`config.mk`:
```
export PLATFORM = sky130hd
export DESIGN_NAME = lcd_byte_feeder
export DESIGN_NICKNAME = d
export VERILOG_FILES = /design/src/rtl/lcd_pkg.sv /design/src/rtl/lcd_feeder_fifo.sv /design/src/rtl/lcd_byte_feeder.sv
export SDC_FILE = /design/constraint.sdc
export NUM_CORES = 1
export LEC_CHECK = 0
export CORE_MARGIN = 2
export CORE_UTILIZATION = 55
export CTS_BUF_LIST = sky130_fd_sc_hd__clkbuf_4 sky130_fd_sc_hd__clkbuf_8
export CTS_CLUSTER_SIZE = 14
export DETAILED_ROUTE_END_ITERATION = 8
export GPL_TIMING_DRIVEN = 0
export MAX_ROUTING_LAYER = met4
export PLACE_DENSITY = 0.79
export SLEW_MARGIN = 40
export SYNTH_ARGS = -nofsm -noshare
export SYNTH_HDL_FRONTEND = slang
export SYNTH_HIERARCHICAL = 1
export SYNTH_SLANG_ARGS = --single-unit
```
`constraint.sdc`:
```
create_clock -name clk -period 3.2 [get_ports clk]
set_clock_uncertainty 0.2 [all_clocks]
set_input_delay 0.48 -clock clk [delete_from_list [all_inputs] [get_ports clk]]
set_output_delay 0.48 -clock clk [all_outputs]
set_load 0.02 [all_outputs]
```
`src/rtl/lcd_pkg.sv`:
```
// Shared definitions for the LCD byte feeder.
//   - lcdState_e   : sequencer state encoding
//   - LCD_CMD_*    : command bytes that need the long post-byte delay
//   - *_DEFAULT    : default delay / timeout cycle counts (50 MHz clock)
//   - isLongCmd()  : selects the long delay for clear/home commands
// Optional build macro used by the feeder: LCD_FEEDER_FIFO_EN (4-entry FIFO).
package lcd_pkg;

    typedef enum logic [2:0] {
        IDLE    = 3'd0,
        SEND_HI = 3'd1,
        REL_HI  = 3'd2,
        SEND_LO = 3'd3,
        DELAY   = 3'd4
    } lcdState_e;

    localparam logic [7:0] LCD_CMD_CLEAR = 8'h01;
    localparam logic [7:0] LCD_CMD_HOME  = 8'h02;

    localparam int WAIT_SHORT_DEFAULT   = 2000;
    localparam int WAIT_LONG_DEFAULT    = 82000;
    localparam int RESP_TIMEOUT_DEFAULT = 1024;

    // Delay and timeout counters; 17 bits covers the 82000-cycle wait.
    localparam int CNT_W = 17;

    // Buffer entry layout: {rs, byte}.
    localparam int ENTRY_W = 9;

    // Clear and home are the only slow controller commands; data bytes with
    // the same value are ordinary characters.
    function automatic logic isLongCmd(input logic rs, input logic [7:0] value);
        return (rs == 1'b0) && ((value == LCD_CMD_CLEAR) || (value == LCD_CMD_HOME));
    endfunction

endpackage

```
`src/rtl/lcd_feeder_fifo.sv`:
```
// Generic show-ahead FIFO used as the feeder's input buffer.
// With DEPTH=1 it degenerates into a single holding register.
// Ports:
//   clk, iReset_n       : clock, synchronous active-low reset
//   push, pushData      : write one entry (ignored when full)
//   pop                 : discard head entry (ignored when empty)
//   popData             : head entry, valid whenever !empty
//   empty, full         : occupancy flags (registered count based)
module lcd_feeder_fifo #(
    parameter int DEPTH = 4,
    parameter int WIDTH = 9
) (
    input  logic             clk,
    input  logic             iReset_n,
    input  logic             push,
    input  logic [WIDTH-1:0] pushData,
    input  logic             pop,
    output logic [WIDTH-1:0] popData,
    output logic             empty,
    output logic             full
);

    localparam int PTR_W = (DEPTH > 1) ? $clog2(DEPTH) : 1;
    localparam int CNT_W = $clog2(DEPTH + 1);

    logic [WIDTH-1:0] mem_r [0:DEPTH-1];
    logic [PTR_W-1:0] wrPtr_r;
    logic [PTR_W-1:0] rdPtr_r;
    logic [CNT_W-1:0] count_r;
    logic             doPush_s;
    logic             doPop_s;

    function automatic logic [PTR_W-1:0] nextPtr(input logic [PTR_W-1:0] ptr);
        if (ptr == PTR_W'(DEPTH - 1)) begin
            return {PTR_W{1'b0}};
        end else begin
            return ptr + PTR_W'(1);
        end
    endfunction

    assign empty    = (count_r == {CNT_W{1'b0}});
    assign full     = (count_r == CNT_W'(DEPTH));
    assign doPush_s = push && !full;
    assign doPop_s  = pop && !empty;
    assign popData  = mem_r[rdPtr_r];

    // Storage, pointers and occupancy; simultaneous push and pop keep the count.
    always_ff @(posedge clk) begin
        if (!iReset_n) begin
            for (int i = 0; i < DEPTH; i++) begin
                mem_r[i] <= {WIDTH{1'b0}};
            end
            wrPtr_r <= {PTR_W{1'b0}};
            rdPtr_r <= {PTR_W{1'b0}};
            count_r <= {CNT_W{1'b0}};
        end else begin
            if (doPush_s) begin
                mem_r[wrPtr_r] <= pushData;
                wrPtr_r        <= nextPtr(wrPtr_r);
            end
            if (doPop_s) begin
                rdPtr_r <= nextPtr(rdPtr_r);
            end
            case ({doPush_s, doPop_s})
                2'b10:   count_r <= count_r + CNT_W'(1);
                2'b01:   count_r <= count_r - CNT_W'(1);
                default: count_r <= count_r;
            endcase
        end
    end

endmodule

```
`src/rtl/lcd_byte_feeder.sv`:
```
// Splits upstream bytes into two 4-bit writes for an HD44780-style LCD
// controller, then waits the controller's post-byte settling time.
// Each nibble is held on oLCD_data/oLCD_RS with oLCD_writeEN high until the
// controller acknowledges on iLCD_response; a missing acknowledge aborts the
// byte and sets the sticky oError flag.
// Ports:
//   clk, iReset_n          : clock, synchronous active-low reset
//   iByte, iRS, iValid     : upstream byte offer (iRS 1 = data, 0 = command)
//   oReady                 : buffer can take a byte this cycle
//   oLCD_data, oLCD_RS     : nibble and register select to the controller
//   oLCD_writeEN           : nibble write request
//   iLCD_response          : controller nibble-done acknowledge
//   oBusy                  : a byte is in flight or buffered
//   oError                 : sticky acknowledge-timeout flag
// Build macro: LCD_FEEDER_FIFO_EN selects a 4-entry input FIFO; without it a
// single holding register is used.
module lcd_byte_feeder
    import lcd_pkg::*;
#(
    parameter int WAIT_SHORT   = WAIT_SHORT_DEFAULT,
    parameter int WAIT_LONG    = WAIT_LONG_DEFAULT,
    parameter int RESP_TIMEOUT = RESP_TIMEOUT_DEFAULT
) (
    input  logic       clk,
    input  logic       iReset_n,
    input  logic [7:0] iByte,
    input  logic       iRS,
    input  logic       iValid,
    output logic       oReady,
    output logic [3:0] oLCD_data,
    output logic       oLCD_RS,
    output logic       oLCD_writeEN,
    input  logic       iLCD_response,
    output logic       oBusy,
    output logic       oError
);

`ifdef LCD_FEEDER_FIFO_EN
    localparam int BUF_DEPTH = 4;
`else
    localparam int BUF_DEPTH = 1;
`endif

    localparam logic [CNT_W-1:0] CNT_ZERO       = {CNT_W{1'b0}};
    localparam logic [CNT_W-1:0] CNT_ONE        = {{(CNT_W-1){1'b0}}, 1'b1};
    localparam logic [CNT_W-1:0] RESP_LAST      = CNT_W'(RESP_TIMEOUT - 1);
    localparam logic [CNT_W-1:0] WAIT_SHORT_CNT = CNT_W'(WAIT_SHORT);
    localparam logic [CNT_W-1:0] WAIT_LONG_CNT  = CNT_W'(WAIT_LONG);

    lcdState_e          state_r;
    logic [7:0]         curByte_r;
    logic               curRs_r;
    logic [CNT_W-1:0]   respCnt_r;
    logic [CNT_W-1:0]   delayCnt_r;
    logic [3:0]         lcdData_r;
    logic               lcdRs_r;
    logic               lcdWriteEn_r;
    logic               error_r;

    logic [ENTRY_W-1:0] bufData_s;
    logic               bufEmpty_s;
    logic               bufFull_s;
    logic               pushReq_s;
    logic               popReq_s;

    // oReady depends only on buffer occupancy, never on iValid.
    assign oReady    = !bufFull_s;
    assign pushReq_s = iValid && !bufFull_s;
    assign popReq_s  = (state_r == IDLE) && !bufEmpty_s;

    lcd_feeder_fifo #(
        .DEPTH (BUF_DEPTH),
        .WIDTH (ENTRY_W)
    ) u_buf (
        .clk      (clk),
        .iReset_n (iReset_n),
        .push     (pushReq_s),
        .pushData ({iRS, iByte}),
        .pop      (popReq_s),
        .popData  (bufData_s),
        .empty    (bufEmpty_s),
        .full     (bufFull_s)
    );

    assign oLCD_data    = lcdData_r;
    assign oLCD_RS      = lcdRs_r;
    assign oLCD_writeEN = lcdWriteEn_r;
    assign oError       = error_r;
    assign oBusy        = (state_r != IDLE) || !bufEmpty_s;

    // Byte sequencer: pop, high nibble handshake, release, low nibble
    // handshake, settling delay. Controller outputs are set on the transition
    // into each state so they are already valid during that state.
    always_ff @(posedge clk) begin
        if (!iReset_n) begin
            state_r      <= IDLE;
            curByte_r    <= 8'h00;
            curRs_r      <= 1'b0;
            respCnt_r    <= CNT_ZERO;
            delayCnt_r   <= CNT_ZERO;
            lcdData_r    <= 4'h0;
            lcdRs_r      <= 1'b0;
            lcdWriteEn_r <= 1'b0;
            error_r      <= 1'b0;
        end else begin
            case (state_r)
                IDLE: begin
                    if (popReq_s) begin
                        curByte_r    <= bufData_s[7:0];
                        curRs_r      <= bufData_s[8];
                        lcdData_r    <= bufData_s[7:4];
                        lcdRs_r      <= bufData_s[8];
                        lcdWriteEn_r <= 1'b1;
                        respCnt_r    <= CNT_ZERO;
                        state_r      <= SEND_HI;
                    end else begin
                        lcdWriteEn_r <= 1'b0;
                    end
                end
                SEND_HI: begin
                    // An acknowledge on the final allowed cycle still counts.
                    if (iLCD_response) begin
                        lcdWriteEn_r <= 1'b0;
                        state_r      <= REL_HI;
                    end else if (respCnt_r >= RESP_LAST) begin
                        lcdWriteEn_r <= 1'b0;
                        error_r      <= 1'b1;
                        state_r      <= IDLE;
                    end else begin
                        respCnt_r <= respCnt_r + CNT_ONE;
                    end
                end
                REL_HI: begin
                    lcdData_r    <= curByte_r[3:0];
                    lcdWriteEn_r <= 1'b1;
                    respCnt_r    <= CNT_ZERO;
                    state_r      <= SEND_LO;
                end
                SEND_LO: begin
                    if (iLCD_response) begin
                        lcdWriteEn_r <= 1'b0;
                        delayCnt_r   <= isLongCmd(curRs_r, curByte_r) ? WAIT_LONG_CNT
                                                                      : WAIT_SHORT_CNT;
                        state_r      <= DELAY;
                    end else if (respCnt_r >= RESP_LAST) begin
                        lcdWriteEn_r <= 1'b0;
                        error_r      <= 1'b1;
                        state_r      <= IDLE;
                    end else begin
                        respCnt_r <= respCnt_r + CNT_ONE;
                    end
                end
                DELAY: begin
                    lcdWriteEn_r <= 1'b0;
                    if (delayCnt_r == CNT_ZERO) begin
                        state_r <= IDLE;
                    end else begin
                        delayCnt_r <= delayCnt_r - CNT_ONE;
                    end
                end
                default: begin
                    lcdWriteEn_r <= 1'b0;
                    state_r      <= IDLE;
                end
            endcase
        end
    end

endmodule

```
==> results.sh <==
export IMPL_status="completed"
export IMPL_h_tree_depth=3
export IMPL_ant_nets=0
export IMPL_clock_latency_ps=340
export IMPL_worstHoldPathType="reg2reg"
export IMPL_netlist_instances=311
export IMPL_tightest_slew_ps=738
export IMPL_ir_drop_mv=0.435
export IMPL_avgSynthCellArea_sq_um=9.06
export IMPL_post_cts_setup_buffer_count=0
export IMPL_crit_arrival_ps=2930
export IMPL_yosysSeqAreaShare_pct=47.2
export IMPL_grt_use_total_pct=23.0
export IMPL_start_kind="flop"
export IMPL_vias_per_cell=5.70
export IMPL_place_congestion=0.864
export IMPL_maxClockFrequency_ghz=0.348
export IMPL_leakage_nw=1.24
export IMPL_drive_gt1_share_pct=10.3
export IMPL_cp_cell_sequence="inv_1 > ha_1 > or4b_1 > clkbuf_1 > or3_1 > clkbuf_1 > o21ai_2 > o21ai_0 > a21oi_1"
export IMPL_rr_worst_depth=9
export IMPL_p_total_w=0.00178
export IMPL_slew_violations=0
export IMPL_coreArea_sq_mm=0.00501
export IMPL_num_antenna_cells=0
export IMPL_post_cts_resized=0
export IMPL_drt_wl_total_um=5900
export IMPL_maxSlewHeadroom_pct=50.3
export IMPL_wl_per_cell_um=14.1
export IMPL_grt_pass1_wl_um=9670
export IMPL_finalCritPeriodShare_pct=89.8
export IMPL_ys_warn_count=6
export IMPL_placed_cells=402
export IMPL_cts_buffers=9
export IMPL_die_area_sq_mm=0.00571
export IMPL_ys_async_sr_fraction_pct=0
export IMPL_synth_seq_cells=62
export IMPL_p_per_area_mw_per_mm2=534
export IMPL_critPathKind="reg2reg"
export IMPL_crit_slowest_cell="or4b_1"
export IMPL_syn_to_final_growth_pct=18.5
export IMPL_root_buffer="clkbuf_8"
export IMPL_start_util_pct=56.3
export IMPL_worstPathRequired_ps=3260
export IMPL_grt_max_degree=13
export IMPL_syn_area_sq_mm=0.00282
export IMPL_vias=2382
export IMPL_grt_pass1_vias=2200
export IMPL_io_buffers=21
export IMPL_max_stage_delay_ps=440
export IMPL_dp_hpwl_um=4100
export IMPL_crit_fanout=10
export IMPL_r2r_end="delayCnt_r[7]"
export IMPL_finalNonFillerCells=418
export IMPL_die_x_um=75.6
export IMPL_drc=0
export IMPL_ys_types=51
export IMPL_min_from="oLCD_writeEN"
export IMPL_critPathCaptureType="flop"
export IMPL_final_common_cell="dfxtp_1"
export IMPL_setup_tns_ps=0
export IMPL_final_nets=358
export IMPL_synth_edff_count=9
export IMPL_clockBufferDepth=2
export IMPL_grt_overflow=0
export IMPL_r2r_start="delayCnt_r[0]"
export IMPL_drv_cap=0
export IMPL_synth_nets=326
export IMPL_hold_viol_final=0
export IMPL_cts_clk_slew_worst_paths_ps=70
export IMPL_timing_hold_ws_ps=255
export IMPL_holdPathStages=2
export IMPL_fp_row_count=26
export IMPL_io_pins=22
export IMPL_cp_common_cell="clkbuf_1"
export IMPL_antenna_found_initial=0
export IMPL_reg2reg_slack_ps=330
export IMPL_clock_sinks=62
export IMPL_setup_viol=0
export IMPL_dr_pass1_iters=5
export IMPL_rsz0062_at_grt="false"
export IMPL_layout_common_cells="dfxtp_1 (53), nor2_1 (32), a21oi_1 (28), clkdlybuf4s50_1 (21), nand2_1 (19)"
export IMPL_finalCriticalPeriod_ps=2870
export IMPL_cts_tree="done"
export IMPL_min_to="oLCD_writeEN"
export IMPL_synth_main_ff_cell="dfxtp_1"
export IMPL_die_h_um=75.6
export IMPL_drtIter0Drc=203
export IMPL_ctsHoldBuffers=0
[cells by family after synthesis]
family / synth area share [%]
mux: 3.20
fa+ha+maj: 0.888
flops: 47.2
compound gates: 14.7
simple gates: 27.3
xor+xnor: 3.11
buf+inv: 3.64
[where the power goes]
part	total (W)	internal, W	switching [W]	leakage, nW
registers	0.000835	0.000818	0.0000168	0.525
clock network	0.000750	0.000446	0.000304	0.106
logic	0.000200	0.0000805	0.000119	0.614
total	0.00178	0.00134	0.000440	1.24
[worst max path at each step]
stage                              from       endpoint  slack (ps)  cells past startpoint
after floorplan           delayCnt_r[0]  delayCnt_r[7]         740                      9
after global placement    iLCD_response   respCnt_r[3]         170                      7
after detailed placement  iLCD_response   respCnt_r[3]         140                      7
after CTS                 delayCnt_r[0]  delayCnt_r[7]         360                      9
after global routing      delayCnt_r[0]  delayCnt_r[7]         100                      9
final                     delayCnt_r[0]  delayCnt_r[7]         330                      9
[synthesized netlist by cell type, drive strengths merged, types with 3 or more instances]
master	instances	area, sq um
dfxtp	53	1060
nor2	32	120
a21oi	28	140
nand2	19	71.3
nor3	14	70.1
clkbuf	13	48.8
nand3	12	60.1
o21ai	10	53.8
xor2	10	87.6
and2	9	78.8
edfxtp	9	270
mux2i	9	90.1
or4	9	72.6
inv	8	30.0
or3	8	56.3
and3	7	45.1
o31ai	7	52.6
nor3b	6	45.0
nor4	6	37.5
o211ai	5	37.5
buf	4	23.8
nand2b	4	25.0
a31oi	3	18.8
[through the flow]
stage / worst slack, ps / util [%] / instance area (sq um)
3_3_place_gp: 168 / 62.2 / 3120
4_1_cts: 363 / 66.6 / 3330
3_5_place_dp: 135 / 62.2 / 3120
5_1_grt: 96.0 / 66.7 / 3340
2_1_floorplan: 740 / - / 2820
6_report: 326 / 66.7 / 3340
[layout make-up]
class	count	area (sq um)
multi-input cells	224	1390
flip-flops and latches	62	1330
clock buffers	10	131
well taps	70	87.6
inverters	8	30.0
repair buffers	21	210
plain buffers	17	72.6
fillers	418	1670
clock inverters	6	86.3
[metal layers]
layer,share of wire [%],wire length (um),vias up,GRT usage (%)
met4,1.8,104,0,9.55
met1,45,2680,1096,28.2
met5,0,0,-,-
li1,-,-,1198,-
met2,48,2800,77,36.2
met3,5.4,317,11,5.69
[state kept, by name, indices dropped and copies added, names as in the netlist, 3 cells and up]
register / flops
curByte_r: 8
delayCnt_r: 17
oLCD_data: 4
respCnt_r: 17
state_r: 3
u_buf/mem_r: 9
[worst max-delay path: cells and delay by family (launching register included)]
| family | cells | cell delay (ps) |
|---|---|---|
| buffers and inverters | 3 | 510 |
| flip-flops | 1 | 340 |
| adder cells (fa/ha/maj) | 1 | 190 |
| AO/OA/AOI/OAI | 3 | 730 |
| AND/OR/NAND/NOR | 2 | 830 |
Power figures use the tool's default switching activity.
